--- config.mk ---
export PLATFORM = sky130hd
export DESIGN_NAME = dau_serial_stack_flat
export DESIGN_NICKNAME = d
export VERILOG_FILES = /design/src/rtl/dau_serial_stack_pkg.sv /design/src/rtl/dau_serial_stack_if.sv /design/src/rtl/dau_serial_stack_bcd_digit_alu.sv /design/src/rtl/dau_serial_stack.sv /design/src/flat_wrapper.sv
export SDC_FILE = /design/constraint.sdc
export NUM_CORES = 1
export LEC_CHECK = 0
export ABC_AREA = 1
export CORE_UTILIZATION = 30
export DETAILED_ROUTE_END_ITERATION = 10
export PLACE_DENSITY = 0.41
export SLEW_MARGIN = 5
export SYNTH_ARGS = -nofsm -noshare
export SYNTH_HDL_FRONTEND = slang
export SYNTH_SLANG_ARGS = --single-unit
export TNS_END_PERCENT = 50
--- constraint.sdc ---
create_clock -name i_clk -period 7.4 [get_ports i_clk]
set_input_delay 2.22 -clock i_clk [delete_from_list [all_inputs] [get_ports i_clk]]
set_output_delay 2.22 -clock i_clk [all_outputs]
set_load 0.01 [all_outputs]
--- src/rtl/dau_serial_stack_pkg.sv ---
// Shared definitions for the digit-serial RPN decimal arithmetic unit.
// Holds the key/display symbol codes (also used by the keypad and display
// blocks), the controller state and action encodings, and small helpers.
package dau_serial_stack_pkg;

   localparam int DAU_SYM_WIDTH = 5;

   typedef logic [DAU_SYM_WIDTH-1:0] sym_t;

   // Digit keys are codes 0..9 (SYM_D0..SYM_D9).
   localparam sym_t SYM_D9    = 5'd9;
   localparam sym_t SYM_ADD   = 5'd10;
   localparam sym_t SYM_SUB   = 5'd11;
   localparam sym_t SYM_ENTER = 5'd12;
   localparam sym_t SYM_DROP  = 5'd13;
   localparam sym_t SYM_SWAP  = 5'd14;
   localparam sym_t SYM_CLEAR = 5'd15;
   localparam sym_t SYM_NEG   = 5'd16;
   localparam sym_t SYM_ERR   = 5'd17;
   localparam sym_t SYM_EOL   = 5'd18;

   typedef enum logic [2:0] {
      ST_IDLE,
      ST_EXEC,
      ST_RECOMP,
      ST_SHOW_SIGN,
      ST_SHOW_DIG,
      ST_SHOW_EOL,
      ST_SHOW_ERR
   } state_t;

   // Stack/datapath update requested by the controller for this cycle.
   typedef enum logic [3:0] {
      ACT_NONE,
      ACT_PUSH,
      ACT_SHIFT,
      ACT_ENTER,
      ACT_DROP,
      ACT_SWAP,
      ACT_CLEAR,
      ACT_LOAD,
      ACT_COMMIT
   } act_t;

   function automatic logic is_digit(input sym_t s);
      return (s <= SYM_D9);
   endfunction

   // A display sequence starts with the sign symbol only for negative tops.
   function automatic state_t show_entry(input logic neg);
      return neg ? ST_SHOW_SIGN : ST_SHOW_DIG;
   endfunction

endpackage

--- src/rtl/dau_serial_stack_if.sv ---
// Key-in / display-out bus of the RPN decimal arithmetic unit.
//   i_valid, i_symbol       key symbol offered by the keypad side
//   o_ready                 unit can take a symbol (transfer on valid && ready)
//   o_symbol, o_symbol_valid display symbol stream, no backpressure
//   o_depth                 number of occupied stack entries
//   o_error                 one-cycle pulse alongside the ERR symbol
// master: keypad/display side.  slave: the arithmetic unit.
interface dau_serial_stack_if #(
   parameter int STACK_DEPTH = 7
);
   localparam int DEPTH_W = $clog2(STACK_DEPTH + 1);

   logic                                            i_valid;
   logic [dau_serial_stack_pkg::DAU_SYM_WIDTH-1:0]  i_symbol;
   logic                                            o_ready;
   logic [dau_serial_stack_pkg::DAU_SYM_WIDTH-1:0]  o_symbol;
   logic                                            o_symbol_valid;
   logic [DEPTH_W-1:0]                              o_depth;
   logic                                            o_error;

   modport master (
      output i_valid,
      output i_symbol,
      input  o_ready,
      input  o_symbol,
      input  o_symbol_valid,
      input  o_depth,
      input  o_error
   );

   modport slave (
      input  i_valid,
      input  i_symbol,
      output o_ready,
      output o_symbol,
      output o_symbol_valid,
      output o_depth,
      output o_error
   );

endinterface

--- src/rtl/dau_serial_stack_bcd_digit_alu.sv ---
// Single BCD digit adder/subtractor (combinational).
//   a, b   BCD digits (0..9)
//   cin    carry in (add) or borrow in (sub)
//   sub    0: a + b + cin, 1: a - b - cin
//   digit  BCD result digit
//   cout   decimal carry out (add) or borrow out (sub)
module bcd_digit_alu (
   input  logic [3:0] a,
   input  logic [3:0] b,
   input  logic       cin,
   input  logic       sub,
   output logic [3:0] digit,
   output logic       cout
);

   logic [4:0] sum;
   logic [4:0] diff;
   logic [4:0] adj;

   always_comb begin
      sum   = {1'b0, a} + {1'b0, b} + {4'b0, cin};
      diff  = {1'b0, a} - {1'b0, b} - {4'b0, cin};
      adj   = 5'd0;
      cout  = 1'b0;
      if (sub) begin
         // Negative difference wraps in 5 bits; adding ten gives the borrowed digit.
         if (diff[4]) begin
            adj  = diff + 5'd10;
            cout = 1'b1;
         end else begin
            adj = diff;
         end
      end else begin
         if (sum > 5'd9) begin
            adj  = sum - 5'd10;
            cout = 1'b1;
         end else begin
            adj = sum;
         end
      end
      digit = adj[3:0];
   end

endmodule

--- src/rtl/dau_serial_stack.sv ---
// Digit-serial RPN decimal arithmetic unit with an internal operand stack.
// Accepts key symbols, runs sign-magnitude BCD add/subtract one digit per
// cycle, and after each accepted symbol streams the top of stack to the
// display (optional NEG, NUM_DIGITS digits MSD first, EOL) or ERR, EOL.
//   i_clk    clock, rising edge
//   i_rst_n  asynchronous active-low reset
//   bus      key/display bus (slave side), see dau_serial_stack_if
//
// state       | meaning
// ------------+---------------------------------------------------------
// IDLE        | ready for a key symbol
// EXEC        | Y op X magnitude, one digit per cycle, LSD first
// RECOMP      | tens' complement of a borrowed difference, sign inverted
// SHOW_SIGN   | emit NEG for a negative top entry
// SHOW_DIG    | emit top entry digits, MSD first
// SHOW_EOL    | emit EOL, back to IDLE
// SHOW_ERR    | emit ERR with o_error, then EOL
module dau_serial_stack
   import dau_serial_stack_pkg::*;
#(
   parameter int NUM_DIGITS  = 4,
   parameter int STACK_DEPTH = 7
) (
   input  logic              i_clk,
   input  logic              i_rst_n,
   dau_serial_stack_if.slave bus
);

   localparam int MAG_W   = 4 * NUM_DIGITS;
   localparam int DEPTH_W = $clog2(STACK_DEPTH + 1);
   localparam int IDX_W   = $clog2(STACK_DEPTH);
   localparam int CNT_W   = (NUM_DIGITS > 1) ? $clog2(NUM_DIGITS) : 1;
   localparam int DCNT_W  = $clog2(NUM_DIGITS + 1);

   localparam logic [CNT_W-1:0]   CNT_LAST   = CNT_W'(NUM_DIGITS - 1);
   localparam logic [DEPTH_W-1:0] DEPTH_FULL = DEPTH_W'(STACK_DEPTH);
   localparam logic [DEPTH_W-1:0] DEPTH_TWO  = DEPTH_W'(2);
   localparam logic [DCNT_W-1:0]  DCNT_FULL  = DCNT_W'(NUM_DIGITS);

   state_t               state_q, state_d;
   act_t                 act;

   logic [MAG_W-1:0]     mag_q  [STACK_DEPTH];
   logic                 sign_q [STACK_DEPTH];
   logic [DEPTH_W-1:0]   depth_q;
   logic                 entry_active_q;
   logic [DCNT_W-1:0]    dig_cnt_q;
   logic [CNT_W-1:0]     cnt_q;

   logic [MAG_W-1:0]     op_y_q, op_x_q, res_q;
   logic                 carry_q, eff_add_q, y_sign_q;

   logic [IDX_W-1:0]     top_idx, sec_idx, push_idx;
   logic [MAG_W-1:0]     top_mag, sec_mag, shift_mag;
   logic                 top_sign, sec_sign;

   logic [3:0]           alu_a, alu_b, alu_digit, key_digit;
   logic                 alu_sub, alu_cout;
   logic [MAG_W+3:0]     res_cat;
   logic [MAG_W-1:0]     res_full, show_sel;
   logic                 commit_sign, load_eff_add;

   // Stack views and digit-serial datapath
   always_comb begin
      top_idx   = IDX_W'(depth_q - 1'b1);
      sec_idx   = IDX_W'(depth_q - DEPTH_TWO);
      push_idx  = IDX_W'(depth_q);
      top_mag   = (depth_q != '0) ? mag_q[top_idx] : '0;
      top_sign  = (depth_q != '0) ? sign_q[top_idx] : 1'b0;
      sec_mag   = (depth_q >= DEPTH_TWO) ? mag_q[sec_idx] : '0;
      sec_sign  = (depth_q >= DEPTH_TWO) ? sign_q[sec_idx] : 1'b0;
      key_digit = bus.i_symbol[3:0];
      shift_mag = (top_mag << 4) | MAG_W'(key_digit);

      // RECOMP computes 0 - result through the same digit cell.
      alu_a   = (state_q == ST_RECOMP) ? 4'd0 : op_y_q[3:0];
      alu_b   = (state_q == ST_RECOMP) ? res_q[3:0] : op_x_q[3:0];
      alu_sub = (state_q == ST_RECOMP) | ~eff_add_q;

      res_cat  = {alu_digit, res_q};
      res_full = res_cat[MAG_W+3:4];

      // Zero results are always stored positive.
      commit_sign = (res_full == '0) ? 1'b0 :
                    ((state_q == ST_RECOMP) ? ~y_sign_q : y_sign_q);

      show_sel = top_mag >> {cnt_q, 2'b00};
   end

   bcd_digit_alu u_alu (
      .a     (alu_a),
      .b     (alu_b),
      .cin   (carry_q),
      .sub   (alu_sub),
      .digit (alu_digit),
      .cout  (alu_cout)
   );

   // Next state, stack action and display outputs
   always_comb begin
      state_d            = state_q;
      act                = ACT_NONE;
      load_eff_add       = 1'b0;
      bus.o_ready        = 1'b0;
      bus.o_symbol_valid = 1'b0;
      bus.o_symbol       = '0;
      bus.o_error        = 1'b0;

      case (state_q)
         ST_IDLE: begin
            bus.o_ready = 1'b1;
            if (bus.i_valid) begin
               if (is_digit(bus.i_symbol)) begin
                  if (!entry_active_q) begin
                     if (depth_q == DEPTH_FULL) begin
                        state_d = ST_SHOW_ERR;
                     end else begin
                        act     = ACT_PUSH;
                        state_d = show_entry(1'b0);
                     end
                  end else begin
                     // Digits past a full entry are dropped but still redisplay.
                     if (dig_cnt_q != DCNT_FULL) act = ACT_SHIFT;
                     state_d = show_entry(top_sign);
                  end
               end else begin
                  case (bus.i_symbol)
                     SYM_ENTER: begin
                        act     = ACT_ENTER;
                        state_d = show_entry(top_sign);
                     end
                     SYM_DROP: begin
                        if (depth_q == '0) begin
                           state_d = ST_SHOW_ERR;
                        end else begin
                           act     = ACT_DROP;
                           state_d = show_entry(sec_sign);
                        end
                     end
                     SYM_SWAP: begin
                        if (depth_q < DEPTH_TWO) begin
                           state_d = ST_SHOW_ERR;
                        end else begin
                           act     = ACT_SWAP;
                           state_d = show_entry(sec_sign);
                        end
                     end
                     SYM_CLEAR: begin
                        act     = ACT_CLEAR;
                        state_d = show_entry(1'b0);
                     end
                     SYM_ADD, SYM_SUB: begin
                        if (depth_q < DEPTH_TWO) begin
                           state_d = ST_SHOW_ERR;
                        end else begin
                           act          = ACT_LOAD;
                           load_eff_add = (sec_sign == top_sign) ^ (bus.i_symbol == SYM_SUB);
                           state_d      = ST_EXEC;
                        end
                     end
                     default: ;
                  endcase
               end
            end
         end
         ST_EXEC: begin
            if (cnt_q == '0) begin
               if (alu_cout && eff_add_q) begin
                  state_d = ST_SHOW_ERR;
               end else if (alu_cout) begin
                  state_d = ST_RECOMP;
               end else begin
                  act     = ACT_COMMIT;
                  state_d = show_entry(commit_sign);
               end
            end
         end
         ST_RECOMP: begin
            if (cnt_q == '0) begin
               act     = ACT_COMMIT;
               state_d = show_entry(commit_sign);
            end
         end
         ST_SHOW_SIGN: begin
            bus.o_symbol_valid = 1'b1;
            bus.o_symbol       = SYM_NEG;
            state_d            = ST_SHOW_DIG;
         end
         ST_SHOW_DIG: begin
            bus.o_symbol_valid = 1'b1;
            bus.o_symbol       = {1'b0, show_sel[3:0]};
            if (cnt_q == '0) state_d = ST_SHOW_EOL;
         end
         ST_SHOW_EOL: begin
            bus.o_symbol_valid = 1'b1;
            bus.o_symbol       = SYM_EOL;
            state_d            = ST_IDLE;
         end
         ST_SHOW_ERR: begin
            bus.o_symbol_valid = 1'b1;
            bus.o_symbol       = SYM_ERR;
            bus.o_error        = 1'b1;
            state_d            = ST_SHOW_EOL;
         end
         default: state_d = ST_IDLE;
      endcase
   end

   assign bus.o_depth = depth_q;

   always_ff @(posedge i_clk or negedge i_rst_n) begin
      if (!i_rst_n) begin
         state_q        <= ST_IDLE;
         cnt_q          <= '0;
         depth_q        <= '0;
         entry_active_q <= 1'b0;
         dig_cnt_q      <= '0;
         op_y_q         <= '0;
         op_x_q         <= '0;
         res_q          <= '0;
         carry_q        <= 1'b0;
         eff_add_q      <= 1'b0;
         y_sign_q       <= 1'b0;
         for (int i = 0; i < STACK_DEPTH; i++) begin
            mag_q[i]  <= '0;
            sign_q[i] <= 1'b0;
         end
      end else begin
         state_q <= state_d;

         // Per-state down-counter: reloads on every state change.
         if (state_d != state_q) begin
            cnt_q <= CNT_LAST;
         end else if (cnt_q != '0) begin
            cnt_q <= cnt_q - 1'b1;
         end

         if (state_q == ST_EXEC || state_q == ST_RECOMP) begin
            res_q  <= res_full;
            op_y_q <= op_y_q >> 4;
            op_x_q <= op_x_q >> 4;
            // The complement pass starts with no borrow.
            carry_q <= (state_q == ST_EXEC && state_d == ST_RECOMP) ? 1'b0 : alu_cout;
         end

         case (act)
            ACT_PUSH: begin
               mag_q[push_idx]  <= MAG_W'(key_digit);
               sign_q[push_idx] <= 1'b0;
               depth_q          <= depth_q + 1'b1;
               entry_active_q   <= 1'b1;
               dig_cnt_q        <= DCNT_W'(1);
            end
            ACT_SHIFT: begin
               mag_q[top_idx] <= shift_mag;
               dig_cnt_q      <= dig_cnt_q + 1'b1;
            end
            ACT_ENTER: begin
               entry_active_q <= 1'b0;
            end
            ACT_DROP: begin
               depth_q        <= depth_q - 1'b1;
               entry_active_q <= 1'b0;
            end
            ACT_SWAP: begin
               mag_q[top_idx]  <= sec_mag;
               sign_q[top_idx] <= sec_sign;
               mag_q[sec_idx]  <= top_mag;
               sign_q[sec_idx] <= top_sign;
               entry_active_q  <= 1'b0;
            end
            ACT_CLEAR: begin
               depth_q        <= '0;
               entry_active_q <= 1'b0;
            end
            ACT_LOAD: begin
               op_y_q         <= sec_mag;
               op_x_q         <= top_mag;
               y_sign_q       <= sec_sign;
               eff_add_q      <= load_eff_add;
               carry_q        <= 1'b0;
               res_q          <= '0;
               entry_active_q <= 1'b0;
            end
            ACT_COMMIT: begin
               mag_q[sec_idx]  <= res_full;
               sign_q[sec_idx] <= commit_sign;
               depth_q         <= depth_q - 1'b1;
            end
            default: ;
         endcase
      end
   end

endmodule

--- src/flat_wrapper.sv ---
// flat-port wrapper written by rule: the top's interface ports become plain ports
module dau_serial_stack_flat import dau_serial_stack_pkg::*;
#(
   parameter int NUM_DIGITS  = 4,
   parameter int STACK_DEPTH = 7
)
  (i_clk, i_rst_n, bus_i_valid, bus_i_symbol, bus_o_ready, bus_o_symbol, bus_o_symbol_valid, bus_o_depth, bus_o_error);
  dau_serial_stack_if #(.STACK_DEPTH(STACK_DEPTH)) bus_i ();
  input  logic i_clk;
  input  logic i_rst_n;
  input wire logic [$bits(bus_i.i_valid)-1:0] bus_i_valid;
  input wire logic [$bits(bus_i.i_symbol)-1:0] bus_i_symbol;
  output wire logic [$bits(bus_i.o_ready)-1:0] bus_o_ready;
  output wire logic [$bits(bus_i.o_symbol)-1:0] bus_o_symbol;
  output wire logic [$bits(bus_i.o_symbol_valid)-1:0] bus_o_symbol_valid;
  output wire logic [$bits(bus_i.o_depth)-1:0] bus_o_depth;
  output wire logic [$bits(bus_i.o_error)-1:0] bus_o_error;
  assign bus_i.i_valid = bus_i_valid;
  assign bus_i.i_symbol = bus_i_symbol;
  assign bus_o_ready = bus_i.o_ready;
  assign bus_o_symbol = bus_i.o_symbol;
  assign bus_o_symbol_valid = bus_i.o_symbol_valid;
  assign bus_o_depth = bus_i.o_depth;
  assign bus_o_error = bus_i.o_error;
  dau_serial_stack #(.NUM_DIGITS(NUM_DIGITS), .STACK_DEPTH(STACK_DEPTH)) u_core (.i_clk(i_clk), .i_rst_n(i_rst_n), .bus(bus_i));
endmodule
==> results.py, run 1 <==
metrics = {
    "power_and_ir_drop": {
        "p_leak_uw": 0.00825,
        "powerDensity_mw_per_mm2": 586,
        "ir_drop_uv": 298,
    },
    "floorplan": {
        "rows": 85,
        "die_area_mm2": 0.0554,
        "die_h_um": 235,
        "io_pins": 19,
        "core_mm2": 0.0538,
        "fp.dieW_um": 235,
        "initial_utilization_pct": 30.4,
    },
    "synth": {
        "synth_nets": 2592,
        "synth_cells": 2558,
        "synth_area_leaders": "dfrtp_1, nand2_1, o21ai_0",
        "synth_top_cell_area_share_pct": 27.9,
        "async_flop_share_pct": 100,
        "syn_area_per_cell_um2": 6.39,
        "ys.flop_type": "dfrtp_1",
        "ys_seq_elements": 182,
        "synth_edf_count": 0,
        "ys_warn_count": 0,
        "netlist_area_mm2": 0.0163,
        "synth.yosys.seq_area_share_pct": 27.9,
        "synth_area_leader_cell": "dfrtp_1",
        "synth.distinct_cells": 46,
    },
    "cts": {
        "clk_latency_ns": 0.53,
        "cts-root-buf": "clkbuf_16",
        "clockBufferDepth": 2,
        "clk_pin_slew_ns": 0.07,
        "cts-htree-levels": 4,
        "cts_tree": "done",
        "cts_buffers": 17,
        "clkSinkCount": 182,
    },
    "critical_path": {
        "worstPathMaxFanout": 30,
        "cp.required_ns": 5.18,
        "crit_type": "flop to primary output",
        "worstPathArrival_ns": 4.78,
        "start_kind": "flop",
        "r2r_cells": 29,
        "cp-end-kind": "primary output",
    },
    "placed_design": {
        "portBuffers": 18,
        "dp_cells": 3145,
        "dpl.hpwl_um": 54700,
        "place_congestion": 0.895,
    },
    "routing": {
        "vias": 19400,
        "wl_per_cell_um": 27.2,
        "wl_um": 86300,
        "drc": 0,
        "ant_nets": 0,
        "firstDrtPassIters": 6,
        "via_per_inst": 6.11,
        "first_iter_violations": 2404,
    },
    "final_layout": {
        "layoutNonFillerInstCount": 3177,
        "nets": 2502,
        "n_fill_cell": 5853,
        "drive_gt1_share_pct": 6.97,
        "fin_util_pct": 33.5,
        "syn2layout_area_growth_pct": 10.2,
        "antennaDiodeCount": 0,
    },
    "timing": {
        "slew_viol_final": 0,
        "rsz0062_at_grt": "no",
        "tightest_slew_ns": 0.966,
        "relSlewSlack_pct": 35.6,
        "hold_slack_ns": 0.488,
        "final.min_clock_period_ns": 7.00,
        "hold_viol": 0,
        "fmax_mhz": 143,
        "final.setup.tns_ns": 0,
        "setup_viol": 0,
        "min_period_over_period_pct": 94.6,
        "finClkSkew_ns": 0.0156,
    },
    "grt": {
        "grtUsageTotal_pct": 30.9,
        "grtUsageMet2_pct": 47.8,
        "use_met3_pct": 5.36,
        "grt_start_max_net_pins": 115,
        "grt_pass1_wl_um": 126000,
        "antenna_found_initial": 0,
        "busiest_layer": "met2",
        "grt_pass1_vias": 17900,
        "grt-ovfl-total": 0,
        "gr-usage-met1_pct": 42.7,
    },
    "worst_hold_path": {
        "hold_depth": 2,
        "worstHoldPathType": "flop to flop",
    },
    "outcome": {
        "status": "completed",
    },
    "flow_run": {
        "max_cap_viol_count": 0,
    },
}
==> area by class of cell <==
| type | count | area [um^2] | share of cell area, % |
|---|---|---|---|
| well taps | 696 | 871 | 4.84 |
| multi-input cells | 1892 | 9980 | 55.4 |
| flip-flops and latches | 182 | 4560 | 25.3 |
| repair buffers | 101 | 907 | 5.04 |
| clock inverters | 14 | 226 | 1.26 |
| clock buffers | 18 | 429 | 2.38 |
| inverters | 274 | 1030 | 5.73 |
==> path summary, 6_finish.rpt <==
check | slack [ns] | endpoint | start
max | 0.40 | bus_o_symbol[2] | u_core.bus.o_depth[1]
min | 0.49 | u_core.res_q[0] | u_core.res_q[0]
max reg2reg | 2.00 | u_core.mag_q[88] | u_core.state_q[2]
min reg2reg | 0.49 | u_core.res_q[0] | u_core.res_q[0]
max in group asynchronous | 4.45 | u_core.mag_q[72] | i_rst_n
min in group asynchronous | 1.81 | u_core.op_y_q[3] | i_rst_n
==> layer usage <==
metal	share of wire, %	routed length, um	up-vias
met5	0	0	-
met4	3.5	3050	0
met3	8.8	7620	154
met2	44	38000	1067
met1	44	37700	9488
li1	-	-	8689
==> Yosys cell counts, types with 3 or more instances <==
master     count
clkbuf_1     157
o32ai_1        4
inv_2         11
o22ai_1       66
o21bai_1       3
dfrtp_1      182
o21ai_0      354
nand2_1      611
ha_1          24
o211ai_1     187
or2_2          7
nand3b_1      19
o221ai_1      18
o31ai_1       22
inv_1        256
nand3_1      193
nor2_2         5
xor2_1         6
o2111ai_1     63
o21ai_1        6
nor2_1       121
nor3_1        15
nand4_1       17
buf_1         11
clkinv_1       6
a21oi_1      123
nand2_2        4
buf_2         38
==> kinds of logic after synthesis <==
family / after synthesis / synth area share (%)
and+or+nand+nor: 1002 / 25.9
DFF: 182 / 27.9
buffers and inverters: 484 / 11.6
adders and majority gates: 26 / 2.08
AOI/OAI and AO/OA: 856 / 32.1
xor gates and xnor gates: 8 / 0.429
==> placed cells by master (no fill, tap or decap), types with 18 or more instances in the layout <==
| master | instances |
|---|---|
| o2111ai_1 | 63 |
| nor2_1 | 119 |
| o221ai_1 | 18 |
| a21oi_1 | 122 |
| nand3_1 | 188 |
| buf_4 | 75 |
| o21ai_0 | 354 |
| o211ai_1 | 187 |
| nand2_1 | 602 |
| inv_1 | 255 |
| nand3b_1 | 19 |
| o22ai_1 | 66 |
| dfrtp_1 | 180 |
| ha_1 | 24 |
| o31ai_1 | 21 |
==> worst max-delay path, stage by stage, from the launching register on <==
cell and delay, ns:
dfrtp_2 0.40, clkinv_1 0.04, buf_4 0.22, ha_1 0.27, buf_4 0.16, inv_1 0.32
nand3_2 0.49, buf_12 0.36, o22ai_1 0.16, a21oi_1 0.08, a21oi_2 0.46, o21ai_0 0.19
a21oi_1 0.41, clkdlybuf4s50_1 0.65
==> report_power, final <==
part           switching, uW  internal, uW  leakage (uW)  total (uW)
sequential               455          1400       0.00234        1860
clock                    519           603      0.000304        1120
combinational           5630          1940       0.00560        7570
==> repair_timing <==
item	in CTS	in global routing
hold buffers	0	0
endpoints found under the setup margin	0	1
gates resized for setup	0	3
setup buffers	0	0
==> per-stage QoR <==
step | power (uW) | worst slack [ns] | cell area [um^2]
2_1_floorplan | 6120 | 1.57 | 16300
3_3_place_gp | 9180 | 0.542 | 17300
3_5_place_dp | 9210 | 0.635 | 17300
4_1_cts | 10400 | 0.0554 | 18000
5_1_grt | 11300 | 0.171 | 18000
6_report | 10500 | 0.402 | 18000
(Power assumes the default switching activity.)
==> run 2, diff against run 1 <==
--- a/config.mk
+++ b/config.mk
@@ -8,6 +8,7 @@
 export ABC_AREA = 1
 export CORE_UTILIZATION = 30
 export DETAILED_ROUTE_END_ITERATION = 10
+export MAX_ROUTING_LAYER = met4
 export PLACE_DENSITY = 0.41
 export SLEW_MARGIN = 5
 export SYNTH_ARGS = -nofsm -noshare
==> run 2 against run 1 <==
Power grew 0.10%. Combinational power is essentially flat. Critical path depth rose by 1. Critical path type unchanged.
==> results.py, run 2 (synthesized netlist as in run 1, its figures left out) <==
metrics = {
    "cts": {
        "cts_setup_buffers": 0,
        "clockBufferDepth": 2,
        "cts_hold_buf": 0,
        "clk_pin_slew_ns": 0.07,
        "cts-htree-levels": 4,
        "cts_buffers": 17,
        "clkSinkCount": 182,
        "cts_resized": 0,
        "cts-root-buf": "clkbuf_16",
        "cts_tree": "done",
        "clk_latency_ns": 0.53,
    },
    "critical_path": {
        "crit_family": "buffers and inverters",
        "cp.required_ns": 5.18,
        "slowest_stage": "clkdlybuf4s50_1",
        "cp-end-kind": "primary output",
        "worst-path-buf-inv": 7,
        "start_kind": "flop",
        "slowest_delay_ns": 0.63,
        "crit_type": "flop to primary output",
        "r2r_setup_slack_ns": 1.98,
        "worstPathArrival_ns": 4.84,
        "path_cells": "clkinv_1 > buf_4 > ha_1 > buf_4 > inv_1 > nand3_2 > buf_12 > o22ai_1 > a21oi_1 > a21oi_1 > buf_4 > a21oi_1 > o31ai_2 > clkdlybuf4s50_1",
        "critPathCapture": "bus_o_symbol[1]",
        "r2r_start": "u_core.state_q[2]",
        "r2r_cells": 29,
        "r2r-end": "u_core.mag_q[91]",
        "worstPathMaxFanout": 30,
        "crit_cells": 14,
        "critPathLaunch": "u_core.bus.o_depth[1]",
    },
    "timing": {
        "fin_ws_ns": 0.344,
        "final.min_clock_period_ns": 7.06,
        "slew_viol_final": 0,
        "hold_viol": 0,
        "fmax_mhz": 142,
        "hold_slack_ns": 0.480,
        "finClkSkew_ns": 0.0160,
        "final.setup.tns_ns": 0,
        "tightest_slew_ns": 0.976,
        "min_period_over_period_pct": 95.3,
        "relSlewSlack_pct": 35.0,
        "rsz0062_at_grt": "no",
        "setup_viol": 0,
    },
    "routing": {
        "firstDrtPassIters": 7,
        "vias": 19500,
        "first_iter_violations": 2478,
        "via_per_inst": 6.14,
        "wl_per_cell_um": 27.2,
        "ant_nets": 0,
        "drc": 0,
        "wl_um": 86500,
    },
    "floorplan": {
        "fp.dieW_um": 235,
        "io_pins": 19,
        "die_h_um": 235,
        "die_area_mm2": 0.0554,
        "core_mm2": 0.0538,
        "rows": 85,
        "initial_utilization_pct": 30.4,
    },
    "placed_design": {
        "dpl.hpwl_um": 54700,
        "dp_slack_ns": 0.635,
        "place_congestion": 0.913,
        "portBuffers": 18,
        "dp_cells": 3145,
    },
    "final_layout": {
        "layout_commonest_cell": "nand2_1",
        "seq_area_mm2": 0.00456,
        "layoutNonFillerInstCount": 3177,
        "drive_gt1_share_pct": 6.97,
        "antennaDiodeCount": 0,
        "multi_input_area_mm2": 0.00998,
        "nets": 2502,
        "n_fill_cell": 5853,
        "layout_common_cells": "nand2_1, o21ai_0, inv_1, nand3_1, o211ai_1",
        "syn2layout_area_growth_pct": 10.2,
    },
    "power_and_ir_drop": {
        "comb_power_share_pct": 71.8,
        "share_seq_of_total_power_pct": 17.6,
        "powerDensity_mw_per_mm2": 586,
        "ir_drop_uv": 296,
        "p_switching_uw": 6610,
        "p_int_uw": 3940,
        "finalPower_uw": 10600,
        "swShare_pct": 62.7,
        "p_leak_uw": 0.00825,
        "p_clk_share_pct": 10.6,
    },
    "flow_run": {
        "max_cap_viol_count": 0,
    },
    "grt": {
        "grt_pass1_vias": 17800,
        "antenna_found_initial": 0,
        "grt-ovfl-total": 0,
        "grtUsageTotal_pct": 31.9,
        "grt_start_max_net_pins": 115,
        "grt_pass1_wl_um": 126000,
    },
    "outcome": {
        "status": "completed",
    },
    "worst_hold_path": {
        "min_from": "u_core.res_q[0]",
        "worstHoldPathType": "flop to flop",
    },
}
-- run 2: worst min-delay path by stage --
stage	endpoint	slack, ns	depth (start not counted)
2_1_floorplan	u_core.res_q[0]	0.45	2
3_3_place_gp	u_core.res_q[1]	0.46	2
3_5_place_dp	u_core.res_q[0]	0.47	2
4_1_cts	u_core.res_q[0]	0.49	2
5_1_grt	u_core.res_q[0]	0.50	2
6_report	u_core.res_q[0]	0.48	2
-- run 2: power groups by stage --
stage,clock (uW),combinational [uW],sequential (uW)
after CTS,1140,7390,1830
after detailed placement,0,7360,1850
after floorplan,0,4490,1630
final,1120,7580,1860
after global routing,1170,8190,1890
after global placement,0,7330,1860
-- run 2: layout make-up --
type                       count  area share (%)
inverter                     274            5.73
multi-input combinational   1892            55.4
timing repair buffer         101            5.04
clock buffer                  18            2.38
sequential                   182            25.3
tap                          696            4.84
clock inverter                14            1.26
-- run 2: metal layers --
| layer | global-route usage (%) | vias to the layer above | wire length (um) |
|---|---|---|---|
| li1 | - | 8700 | - |
| met1 | 42.9 | 9588 | 38200 |
| met3 | 4.92 | 156 | 7080 |
| met2 | 47.8 | 1049 | 38000 |
| met5 | - | - | 0 |
| met4 | 12.5 | 0 | 3170 |
-- run 2: per-stage QoR --
stage | cell area, um^2 | utilization, %
after CTS | 18000 | 33.4
final | 18000 | 33.5
after global placement | 17300 | 32.2
after global routing | 18000 | 33.5
after detailed placement | 17300 | 32.2
after floorplan | 16300 | -
-- run 2: worst reg2reg max path: cells and delay by family, from the launching register on --
family / cells / cell delay (ns)
AND/OR/NAND/NOR: 16 / 2.33
XOR/XNOR: 1 / 0.11
flip-flops: 1 / 0.43
AO/OA/AOI/OAI: 2 / 0.54
buffers and inverters: 8 / 1.38
adder cells (fa/ha/maj): 2 / 0.56
